## src/rtl/counter_pkg.sv

```systemverilog
// counter_pkg
// Shared definitions for the dedicated counter processor: datapath defaults
// and the control unit's state encoding, so both ends agree on one copy.
// No ports.
package counter_pkg;

  localparam int WIDTH_DEF      = 8;
  localparam int LIMIT_DEF      = 10;
  localparam int FIFO_DEPTH_DEF = 4;

  // Control unit states: clear A, test ALt10, publish A, increment A, halt.
  typedef enum logic [2:0] {
    ST_CLEAR = 3'd0,
    ST_TEST  = 3'd1,
    ST_OUT   = 3'd2,
    ST_INC   = 3'd3,
    ST_HALT  = 3'd4
  } state_t;

endpackage

```

## src/rtl/counter_out_fifo.sv

```systemverilog
// counter_out_fifo
// Small first-word fall-through FIFO holding the values published by the
// counter datapath until the downstream consumer takes them.
// Ports:
//   clk_i    clock, rising edge
//   rst_ni   synchronous active-low reset (empties the FIFO)
//   push_i   write data_i at the tail (caller guarantees room or a same-cycle pop)
//   data_i   write data
//   pop_i    drop the head entry (caller guarantees valid_o)
//   valid_o  FIFO non-empty
//   data_o   head entry, 0 while empty
//   full_o   all DEPTH entries occupied
module counter_out_fifo
  import counter_pkg::*;
#(
  parameter int WIDTH = WIDTH_DEF,
  parameter int DEPTH = FIFO_DEPTH_DEF
) (
  input  logic             clk_i,
  input  logic             rst_ni,
  input  logic             push_i,
  input  logic [WIDTH-1:0] data_i,
  input  logic             pop_i,
  output logic             valid_o,
  output logic [WIDTH-1:0] data_o,
  output logic             full_o
);

  localparam int AW = $clog2(DEPTH);
  localparam int CW = AW + 1;

  logic [WIDTH-1:0] mem_q [DEPTH];
  logic [AW-1:0]    wr_ptr_q, wr_ptr_d;
  logic [AW-1:0]    rd_ptr_q, rd_ptr_d;
  logic [CW-1:0]    count_q, count_d;

  // DEPTH is a power of two, so the pointers wrap naturally.
  always_comb begin
    wr_ptr_d = wr_ptr_q;
    rd_ptr_d = rd_ptr_q;
    count_d  = count_q;
    if (push_i) wr_ptr_d = wr_ptr_q + AW'(1);
    if (pop_i)  rd_ptr_d = rd_ptr_q + AW'(1);
    case ({push_i, pop_i})
      2'b10:   count_d = count_q + CW'(1);
      2'b01:   count_d = count_q - CW'(1);
      default: count_d = count_q;
    endcase
  end

  always_ff @(posedge clk_i) begin
    if (!rst_ni) begin
      wr_ptr_q <= '0;
      rd_ptr_q <= '0;
      count_q  <= '0;
    end else begin
      wr_ptr_q <= wr_ptr_d;
      rd_ptr_q <= rd_ptr_d;
      count_q  <= count_d;
    end
  end

  // Storage is not reset; the gated read below hides stale contents.
  // On push+pop while full, wr_ptr equals rd_ptr: the head is consumed this
  // cycle and its slot becomes the new tail, keeping order intact.
  always_ff @(posedge clk_i) begin
    if (rst_ni && push_i) mem_q[wr_ptr_q] <= data_i;
  end

  assign valid_o = (count_q != '0);
  assign full_o  = (count_q == CW'(DEPTH));
  assign data_o  = valid_o ? mem_q[rd_ptr_q] : '0;

endmodule

```

## src/rtl/counter_datapath.sv

```systemverilog
// counter_datapath
// Datapath for the dedicated counter processor. Holds register A, clears or
// increments it under control-unit command, reports A < LIMIT, and queues
// every published value into an output FIFO drained over valid/ready.
// Optional feature macro: COUNTER_DP_OVF_CNT_EN adds the ovf_cnt port that
// counts publishes dropped because the FIFO was full (saturating at 255).
// Ports:
//   clk        clock, rising edge
//   rst        synchronous active-low reset
//   AsrcSel    A source: 0 -> constant 0, 1 -> A+1
//   ALoad      load enable for A
//   OutBufSel  output buffer enable; rising edge publishes A
//   ALt10      A < LIMIT (combinational)
//   outport    A while OutBufSel=1, else 0 (combinational)
//   out_valid  FIFO non-empty
//   out_ready  consumer accepts head entry
//   out_data   FIFO head (first-word fall-through)
//   ovf_cnt    dropped-publish count (only with COUNTER_DP_OVF_CNT_EN)
module counter_datapath
  import counter_pkg::*;
#(
  parameter int WIDTH      = WIDTH_DEF,
  parameter int LIMIT      = LIMIT_DEF,
  parameter int FIFO_DEPTH = FIFO_DEPTH_DEF
) (
  input  logic             clk,
  input  logic             rst,
  input  logic             AsrcSel,
  input  logic             ALoad,
  input  logic             OutBufSel,
  output logic             ALt10,
  output logic [WIDTH-1:0] outport,
  output logic             out_valid,
  input  logic             out_ready,
  output logic [WIDTH-1:0] out_data
`ifdef COUNTER_DP_OVF_CNT_EN
  ,
  output logic [7:0]       ovf_cnt
`endif
);

  localparam logic [WIDTH-1:0] LIMIT_W = WIDTH'(LIMIT);

  logic [WIDTH-1:0] a_q, a_d;
  logic             obs_q;
  logic             pub;
  logic             pop;
  logic             push;
  logic             full;

  always_comb begin
    a_d = a_q;
    if (ALoad) a_d = AsrcSel ? a_q + WIDTH'(1) : '0;
  end

  always_ff @(posedge clk) begin
    if (!rst) begin
      a_q   <= '0;
      obs_q <= 1'b0;
    end else begin
      a_q   <= a_d;
      obs_q <= OutBufSel;
    end
  end

  assign ALt10   = (a_q < LIMIT_W);
  assign outport = OutBufSel ? a_q : '0;

  // One publish per rising edge of OutBufSel; the halt level pushes once.
  // The pushed value is the registered A, i.e. before any same-cycle load.
  assign pub  = OutBufSel & ~obs_q;
  assign pop  = out_valid & out_ready;
  assign push = pub & (~full | pop);

  counter_out_fifo #(
    .WIDTH (WIDTH),
    .DEPTH (FIFO_DEPTH)
  ) u_fifo (
    .clk_i   (clk),
    .rst_ni  (rst),
    .push_i  (push),
    .data_i  (a_q),
    .pop_i   (pop),
    .valid_o (out_valid),
    .data_o  (out_data),
    .full_o  (full)
  );

`ifdef COUNTER_DP_OVF_CNT_EN
  logic [7:0] ovf_q, ovf_d;

  always_comb begin
    ovf_d = ovf_q;
    if (pub && full && !pop && (ovf_q != 8'hFF)) ovf_d = ovf_q + 8'd1;
  end

  always_ff @(posedge clk) begin
    if (!rst) ovf_q <= '0;
    else      ovf_q <= ovf_d;
  end

  assign ovf_cnt = ovf_q;
`endif

endmodule

```

## config.mk

```make
export PLATFORM = sky130hd
export DESIGN_NAME = counter_datapath
export DESIGN_NICKNAME = d
export VERILOG_FILES = /design/src/rtl/counter_pkg.sv /design/src/rtl/counter_out_fifo.sv /design/src/rtl/counter_datapath.sv
export SDC_FILE = /design/constraint.sdc
export NUM_CORES = 1
export LEC_CHECK = 0
export CELL_PAD_IN_SITES_DETAIL_PLACEMENT = 1
export CELL_PAD_IN_SITES_GLOBAL_PLACEMENT = 2
export CORE_ASPECT_RATIO = 2
export CORE_MARGIN = 2
export CORE_UTILIZATION = 41
export DETAILED_ROUTE_END_ITERATION = 8
export PLACE_DENSITY_LB_ADDON = 0.1
export SETUP_SLACK_MARGIN = 0.02
export SLEW_MARGIN = 10
export SYNTH_ARGS = -nofsm -noshare
export SYNTH_HDL_FRONTEND = slang
export SYNTH_SLANG_ARGS = --single-unit
```

## constraint.sdc

```tcl
create_clock -name clk -period 4.6 [get_ports clk]
set_input_delay 0.92 -clock clk [delete_from_list [all_inputs] [get_ports clk]]
set_output_delay 0.92 -clock clk [all_outputs]
set_load 0.005 [all_outputs]
```

==> results of run 1 <==
## kinds of logic (layout without fill, tap and decap cells)
kind of cell	after synthesis	count (layout)	synth area share [%]
adders and majority gates	7	7	4.43
and+or+nand+nor	56	56	15.8
muxes	10	10	9.33
DFF	50	50	61.6
xor gates and xnor gates	5	5	2.04
buffers and inverters	12	39	2.22
AOI/OAI and AO/OA	17	17	4.61
## state kept, by name, summed over array words and instances, names as in the netlist, named ones only
signal,cells
u_fifo.rd_ptr_q,2
obs_q,1
a_q,8
u_fifo.wr_ptr_q,2
u_fifo.count_q,3
u_fifo.mem_q,32
## power by group through the flow
| stage | combinational, mW | clock (mW) | sequential [mW] |
|---|---|---|---|
| 6_report | 0.285 | 0.305 | 0.546 |
| 5_1_grt | 0.328 | 0.324 | 0.554 |
| 4_1_cts | 0.294 | 0.307 | 0.549 |
| 3_5_place_dp | 0.294 | 0 | 0.560 |
| 3_3_place_gp | 0.282 | 0 | 0.555 |
| 2_1_floorplan | 0.184 | 0 | 0.530 |
## final timing paths
check / end / slack (ps) / depth (start not counted) / from
setup / recovery: u_fifo.count_q[2]$_SDFFE_PN0P_ / 1370 / 10 / out_ready
hold / removal: u_fifo.rd_ptr_q[0]$_SDFFE_PN0P_ / 510 / 2 / u_fifo.rd_ptr_q[0]$_SDFFE_PN0P_
setup reg to reg: u_fifo.count_q[2]$_SDFFE_PN0P_ / 2050 / 9 / u_fifo.count_q[0]$_SDFFE_PN0P_
hold reg to reg: u_fifo.rd_ptr_q[0]$_SDFFE_PN0P_ / 510 / 2 / u_fifo.rd_ptr_q[0]$_SDFFE_PN0P_
## layer usage
metal / part of all wire (%) / vias up / track usage, %
li1: - / 618 / -
met1: 37 / 659 / 18.6
met3: 3.2 / 8 / 3.79
met4: 2.2 / 0 / 6.45
met5: 0 / - / 0
met2: 58 / 34 / 32.6
## layout by cell type (no fill, tap or decap), drive strengths merged
cell type | Yosys | final
a21oi | 3 | 3
nor2b | 9 | 9
a21boi | 4 | 4
and2 | 12 | 12
mux4 | 8 | 8
xnor2 | 1 | 1
mux2i | 2 | 2
dfxtp | 18 | 18
and3 | 4 | 4
ha | 6 | 6
clkbuf | 1 | 6
clkdlybuf4s50 | 0 | 23
bufinv | 0 | 1
fa | 1 | 1
clkinvlp | 0 | 1
edfxtp | 32 | 32
nor4 | 1 | 1
nor3b | 1 | 1
nand4 | 3 | 3
inv | 8 | 8
nand3 | 3 | 3
nand2 | 11 | 11
nor3 | 1 | 1
o21ai | 10 | 10
xor2 | 4 | 4
nand3b | 1 | 1
or3 | 5 | 5
nand4bb | 1 | 1
nor2 | 3 | 3
nor4b | 1 | 1
## worst max-delay path: cells and delay by family
kind                       cells  cell delay, ps
AOI/OAI and AO/OA              1             190
xor gates and xnor gates       1             160
adders and majority gates      2             560
buffers and inverters          3             630
and+or+nand+nor                3             990
## final cells by class
cell class	instances	area, sq um	area share [%]
Inverter	8	30.0	1.18
Timing Repair Buffer	23	230	9.06
Tap cell	58	72.6	2.86
Sequential cell	50	1320	52.0
Multi-Input combinational cell	95	776	30.5
Clock inverter	2	37.5	1.48
Clock buffer	6	72.6	2.86
## per-stage QoR
step	util (%)	setup WS, ps	total power [mW]
floorplan	-	1960	0.714
global placement	47.7	1090	0.837
detailed placement	47.7	998	0.853
CTS	49.9	1300	1.15
global route	49.9	1140	1.21
finish	49.9	1370	1.14
==> results by group, run 1 <==
Clock tree
  • Number of setup buffers added after CTS: 0
  • Sink count of the clock tree: 50
  • Post-CTS sizing: 0
  • Number of levels the H-tree was split into: 2
  • Hold-fix buffers at CTS: 0
  • Maximum root-to-sink buffer count: 2
  • Clk slew on worst S/H paths: 80 ps
  • TritonCTS Buffers: 5
  • Clock root buffer: sky130_fd_sc_hd__clkbuf_8
  • Clock latency reported for the late side of the worst-skew pair: 300 ps
  • TritonCTS clock tree: built

Setup path
  • Crit path launch type: primary input
  • Critical path class: in2reg
  • Arrival time reported for the critical path endpoint: 3460 ps
  • Kind of end point of the critical path: register
  • Most prevalent standard cell on the critical path: sky130_fd_sc_hd__inv_1
  • Worst-path maximum fanout: 7
  • Critical Path Slowest Stage Cell: sky130_fd_sc_hd__nor4b_1
  • Cell chain of the critical path: clkdlybuf4s50_1, nor4b_1, nor3b_2, inv_1, ha_1, inv_1, fa_1, xor2_1, or3_1, a21boi_0
  • Data required, critical path: 4820 ps
  • Delay of the slowest cell on the worst path: 490 ps

Pwr
  • Power density over the cells: 447 nW/um^2
  • Largest vdd supply drop: 0.283 mV
  • Relative contribution of the clock network to total power: 26.8%
  • Net Sw Frac: 26.2%
  • Combinational fraction of design power: 25.1%
  • Static Leak: around 0.83 nW
  • Part of the total power dissipated in sequential elements: 48.1%
  • Power dissipated by switching net loads: 0.298 mW
  • Internal power consumption: approximately 0.84 mW

Die
  • Total die area: 5860 sq um
  • Total number of placement rows: 37
  • I/O pin count: 24
  • Effective utilization at floorplan: a little over two fifths
  • Die X: 55.1 um
  • Die height: around 110 um
  • Core Box Area: 5090 sq um

Finish
  • Number of nets in the layout: 196
  • Diode count: 0
  • Post-route non-filler standard cell count: 242
  • Fraction of final layout cells sized beyond drive strength 1: 10.9%
  • Summed area of non-filler cells in the final layout: 2540 sq um
  • Syn-to-layout area delta: 18.4%
  • Total of fill cells in the finished design: 545

Synth
  • Flops & latches, synth: 50
  • Largest area contributor in the synthesized netlist: sky130_fd_sc_hd__edfxtp_1
  • Most numerous cell in the Yosys netlist: sky130_fd_sc_hd__edfxtp_1
  • Most frequent cells after synthesis: sky130_fd_sc_hd__edfxtp_1 (32), sky130_fd_sc_hd__dfxtp_1 (18), sky130_fd_sc_hd__and2_1 (11), sky130_fd_sc_hd__nand2_1 (11)
  • Number of warnings printed during yosys synthesis: 0
  • Number of enable-type register cells in the synthesized netlist: 32
  • Number of cells produced by synthesis: 157
  • Top flip-flop cell by instance count after synthesis: sky130_fd_sc_hd__edfxtp_1
  • Cells taking the most area after synthesis: sky130_fd_sc_hd__edfxtp_1 (45%), sky130_fd_sc_hd__dfxtp_1 (17%), sky130_fd_sc_hd__mux4_2 (8.4%)
  • Syn Nets: 170
  • Mapped Area: 2140 sq um
  • Fraction of registers with async set or reset after synthesis: 0%
  • Sequential cell area fraction in the yosys report: 61.6%
  • Average footprint of a synthesized cell: 13.7 sq um
  • Number of distinct standard cells referenced by the synthesized netlist: 33
  • Fraction of synthesized cell area taken by the top area cell type: 44.8%

Detailed routing
  • Length of the first detailed-routing pass in iterations: 4
  • Per-cell via count in the routed design: 5.45
  • DR iter-0 viols: 24
  • Vias after detailed routing: approximately 1300
  • Drt wl/cell: between 15 and 20 um
  • # DRC: 0
  • Remaining number of nets flagged by the antenna check after routing: 0
  • Post-detailed-routing wire length: 4420 um

GRT
  • GR Overflow Total: 0
  • Via count of the first global-routing pass: approximately 1500
  • Total global routing track utilization: 17.8%
  • Pin count of the biggest net entering global routing: 19
  • Initial antenna violation count: 0
  • Global-route wire length before repair: 7280 um

Timing
  • Slew margin rel.: 45.4%
  • Final count of hold timing violations: 0
  • Number of setup violations in the final report: 0
  • Min Tclk post-route: 3230 ps
  • Worst hold slack across all endpoints: 508 ps
  • Maximum clock frequency: ~300 MHz
  • Setup repair after global routing missed its margin: false
  • Portion of the clock cycle consumed by the worst path in the final layout: 70.3%
  • Clock tree skew after final layout: 7.97 ps
  • Number of pins with negative max-slew slack in the final report: 0
  • Setup TNS: 0 ps
  • Slew at the pin with the worst max-slew slack: 814 ps

Flow run
  • # Max-Cap Violations: 0

Placed design
  • DP HPWL: 3330 um
  • Number of placed cells counting well taps: 234
  • PortBufs: 23
  • Gpl congestion: 0.739
  • Placement-stage cell area: 2430 sq um

Worst hold path
  • Min-Delay Path Class: reg2reg

Status
  • Status: finished clean
No activity file was read; power rests on OpenSTA's default activity.
==> run 2: changes to the inputs <==
--- a/config.mk
+++ b/config.mk
@@ -9,7 +9,7 @@
 export CELL_PAD_IN_SITES_GLOBAL_PLACEMENT = 2
 export CORE_ASPECT_RATIO = 2
 export CORE_MARGIN = 2
-export CORE_UTILIZATION = 41
+export CORE_UTILIZATION = 35
 export DETAILED_ROUTE_END_ITERATION = 8
 export PLACE_DENSITY_LB_ADDON = 0.1
 export SETUP_SLACK_MARGIN = 0.02
==> constraint.sdc (replaced) <==
create_clock -name clk -period 2.65 [get_ports clk]
set_input_delay 0.53 -clock clk [delete_from_list [all_inputs] [get_ports clk]]
set_output_delay 0.53 -clock clk [all_outputs]
set_load 0.005 [all_outputs]
==> results by group, run 2 (same netlist as run 1, synthesis figures left out) <==
GRT
  • Total global routing track utilization: 14.9%
  • Global-route wire length before repair: around 7300 um
  • Via count of the first global-routing pass: 1444
  • GR Overflow Total: 0
  • Pin count of the biggest net entering global routing: 15
  • Initial antenna violation count: 0

Detailed routing
  • Length of the first detailed-routing pass in iterations: 4
  • Drt wl/cell: between 15 and 20 um
  • Post-detailed-routing wire length: 4460 um
  • Remaining number of nets flagged by the antenna check after routing: 0
  • Vias after detailed routing: ~1300
  • DR iter-0 viols: 19
  • # DRC: 0
  • Per-cell via count in the routed design: 5.17

Clock tree
  • TritonCTS Buffers: 5
  • Post-CTS sizing: 0
  • Clk slew on worst S/H paths: 60 ps
  • Number of setup buffers added after CTS: 0
  • Number of levels the H-tree was split into: 2
  • Maximum root-to-sink buffer count: 2
  • Clock latency reported for the late side of the worst-skew pair: 290 ps
  • Clock root buffer: sky130_fd_sc_hd__clkbuf_16
  • TritonCTS clock tree: built
  • Sink count of the clock tree: 50
  • Hold-fix buffers at CTS: 0

Timing
  • Number of pins with negative max-slew slack in the final report: 0
  • Clock tree skew after final layout: 2.88 ps
  • Portion of the clock cycle consumed by the worst path in the final layout: 93.4%
  • Slew margin rel.: between 60% and 70%
  • Final count of hold timing violations: 0
  • Maximum clock frequency: 404 MHz
  • Slew at the pin with the worst max-slew slack: 492 ps
  • Number of setup violations in the final report: 0
  • Setup repair after global routing missed its margin: false
  • Min Tclk post-route: roughly 2500 ps
  • Smallest setup slack after layout: 174 ps

Finish
  • Total of fill cells in the finished design: ~640
  • Diode count: 0
  • Register name with the most flops: u_fifo.mem_q
  • Top library cells by usage in the layout, fill and taps aside: sky130_fd_sc_hd__edfxtp_1 (32), sky130_fd_sc_hd__clkdlybuf4s50_1 (23), sky130_fd_sc_hd__dfxtp_1 (18)
  • Number of nets in the layout: ~200
  • Most frequent standard cell in the layout excluding fill and tap cells: sky130_fd_sc_hd__edfxtp_1
  • Post-route non-filler standard cell count: 254
  • Top Registers: u_fifo.mem_q x32, a_q x8, u_fifo.count_q x3
  • Fraction of final layout cells sized beyond drive strength 1: 13.6%
  • Syn-to-layout area delta: 23.6%
  • Number of flip-flops under the largest register name: 32

Die
  • Die height: 115 um
  • Die X: 59.4 um
  • Effective utilization at floorplan: 36.0%
  • Total number of placement rows: 40
  • Core Box Area: 5960 sq um
  • I/O pin count: 24
  • Total die area: 6810 sq um

Placed design
  • DP HPWL: about 3300 um
  • Gpl congestion: 0.709
  • PortBufs: 23
  • Number of placed cells counting well taps: 246
  • Worst slack after detailed placement: -134 ps

Worst hold path
  • Min-Delay Path Class: reg2reg

Setup path
  • Kind of end point of the critical path: register
  • Arrival time reported for the critical path endpoint: 2690 ps
  • Critical path class: in2reg
  • Crit path launch type: primary input
  • Worst-path maximum fanout: 2
  • Data required, critical path: 2860 ps

Pwr
  • Largest vdd supply drop: 0.567 mV
  • Power density over the cells: 830 nW/um^2
  • Static Leak: around 0.89 nW

Status
  • Status: finished clean

Flow run
  • # Max-Cap Violations: 0
run 2: through the flow:
stage,utilization [%],total power [mW],hold slack (ps),TNS (ps),instance area (sq um)
final,44.5,2.20,501,0,2650
after detailed placement,41.8,1.52,497,-134,2490
after CTS,44.5,2.23,507,0,2650
after global routing,44.5,2.32,558,0,2650
after floorplan,-,1.24,461,0,2140
after global placement,41.8,1.50,477,0,2490
run 2: final cells by class:
cell class | count | area, sq um | area share, %
Sequential cell | 50 | 1320 | 49.8
Multi-Input combinational cell | 95 | 776 | 29.3
Timing Repair Buffer | 30 | 283 | 10.7
Clock buffer | 7 | 133 | 5.00
Tap cell | 63 | 78.8 | 2.97
Clock inverter | 1 | 30.0 | 1.13
Inverter | 8 | 30.0 | 1.13
run 2: worst max-delay path, cell delays in order:
cell,delay [ps]
sky130_fd_sc_hd__clkdlybuf4s50_1,420
sky130_fd_sc_hd__nor4b_1,350
sky130_fd_sc_hd__nor3b_2,100
sky130_fd_sc_hd__inv_1,70
sky130_fd_sc_hd__ha_1,160
sky130_fd_sc_hd__inv_1,60
sky130_fd_sc_hd__fa_1,380
sky130_fd_sc_hd__xor2_1,160
sky130_fd_sc_hd__or3_1,300
sky130_fd_sc_hd__a21boi_0,170
run 2: power breakdown:
part	leakage, nW	switching, mW	total, mW	internal [mW]
combinational	0.406	0.230	0.559	0.328
sequential	0.409	0.0456	0.923	0.878
clock	0.0781	0.271	0.718	0.447
total	0.892	0.547	2.20	1.65
run 2: path summary, 6_finish.rpt:
kind	start	to	slack (ps)	cells past startpoint
max	out_ready	u_fifo.count_q[2]$_SDFFE_PN0P_	170	10
min	u_fifo.wr_ptr_q[0]$_SDFFE_PN0P_	u_fifo.wr_ptr_q[0]$_SDFFE_PN0P_	500	2
max reg2reg	u_fifo.count_q[0]$_SDFFE_PN0P_	u_fifo.count_q[2]$_SDFFE_PN0P_	420	9
min reg2reg	u_fifo.wr_ptr_q[0]$_SDFFE_PN0P_	u_fifo.wr_ptr_q[0]$_SDFFE_PN0P_	500	2
run 2: routing by layer:
metal | vias to the layer above | track usage (%) | part of all wire (%)
met2 | 27 | 26.4 | 57
met5 | - | 0 | 0
met3 | 6 | 3.16 | 3.3
met1 | 644 | 16.6 | 38
li1 | 635 | - | -
met4 | 0 | 6.36 | 1.8
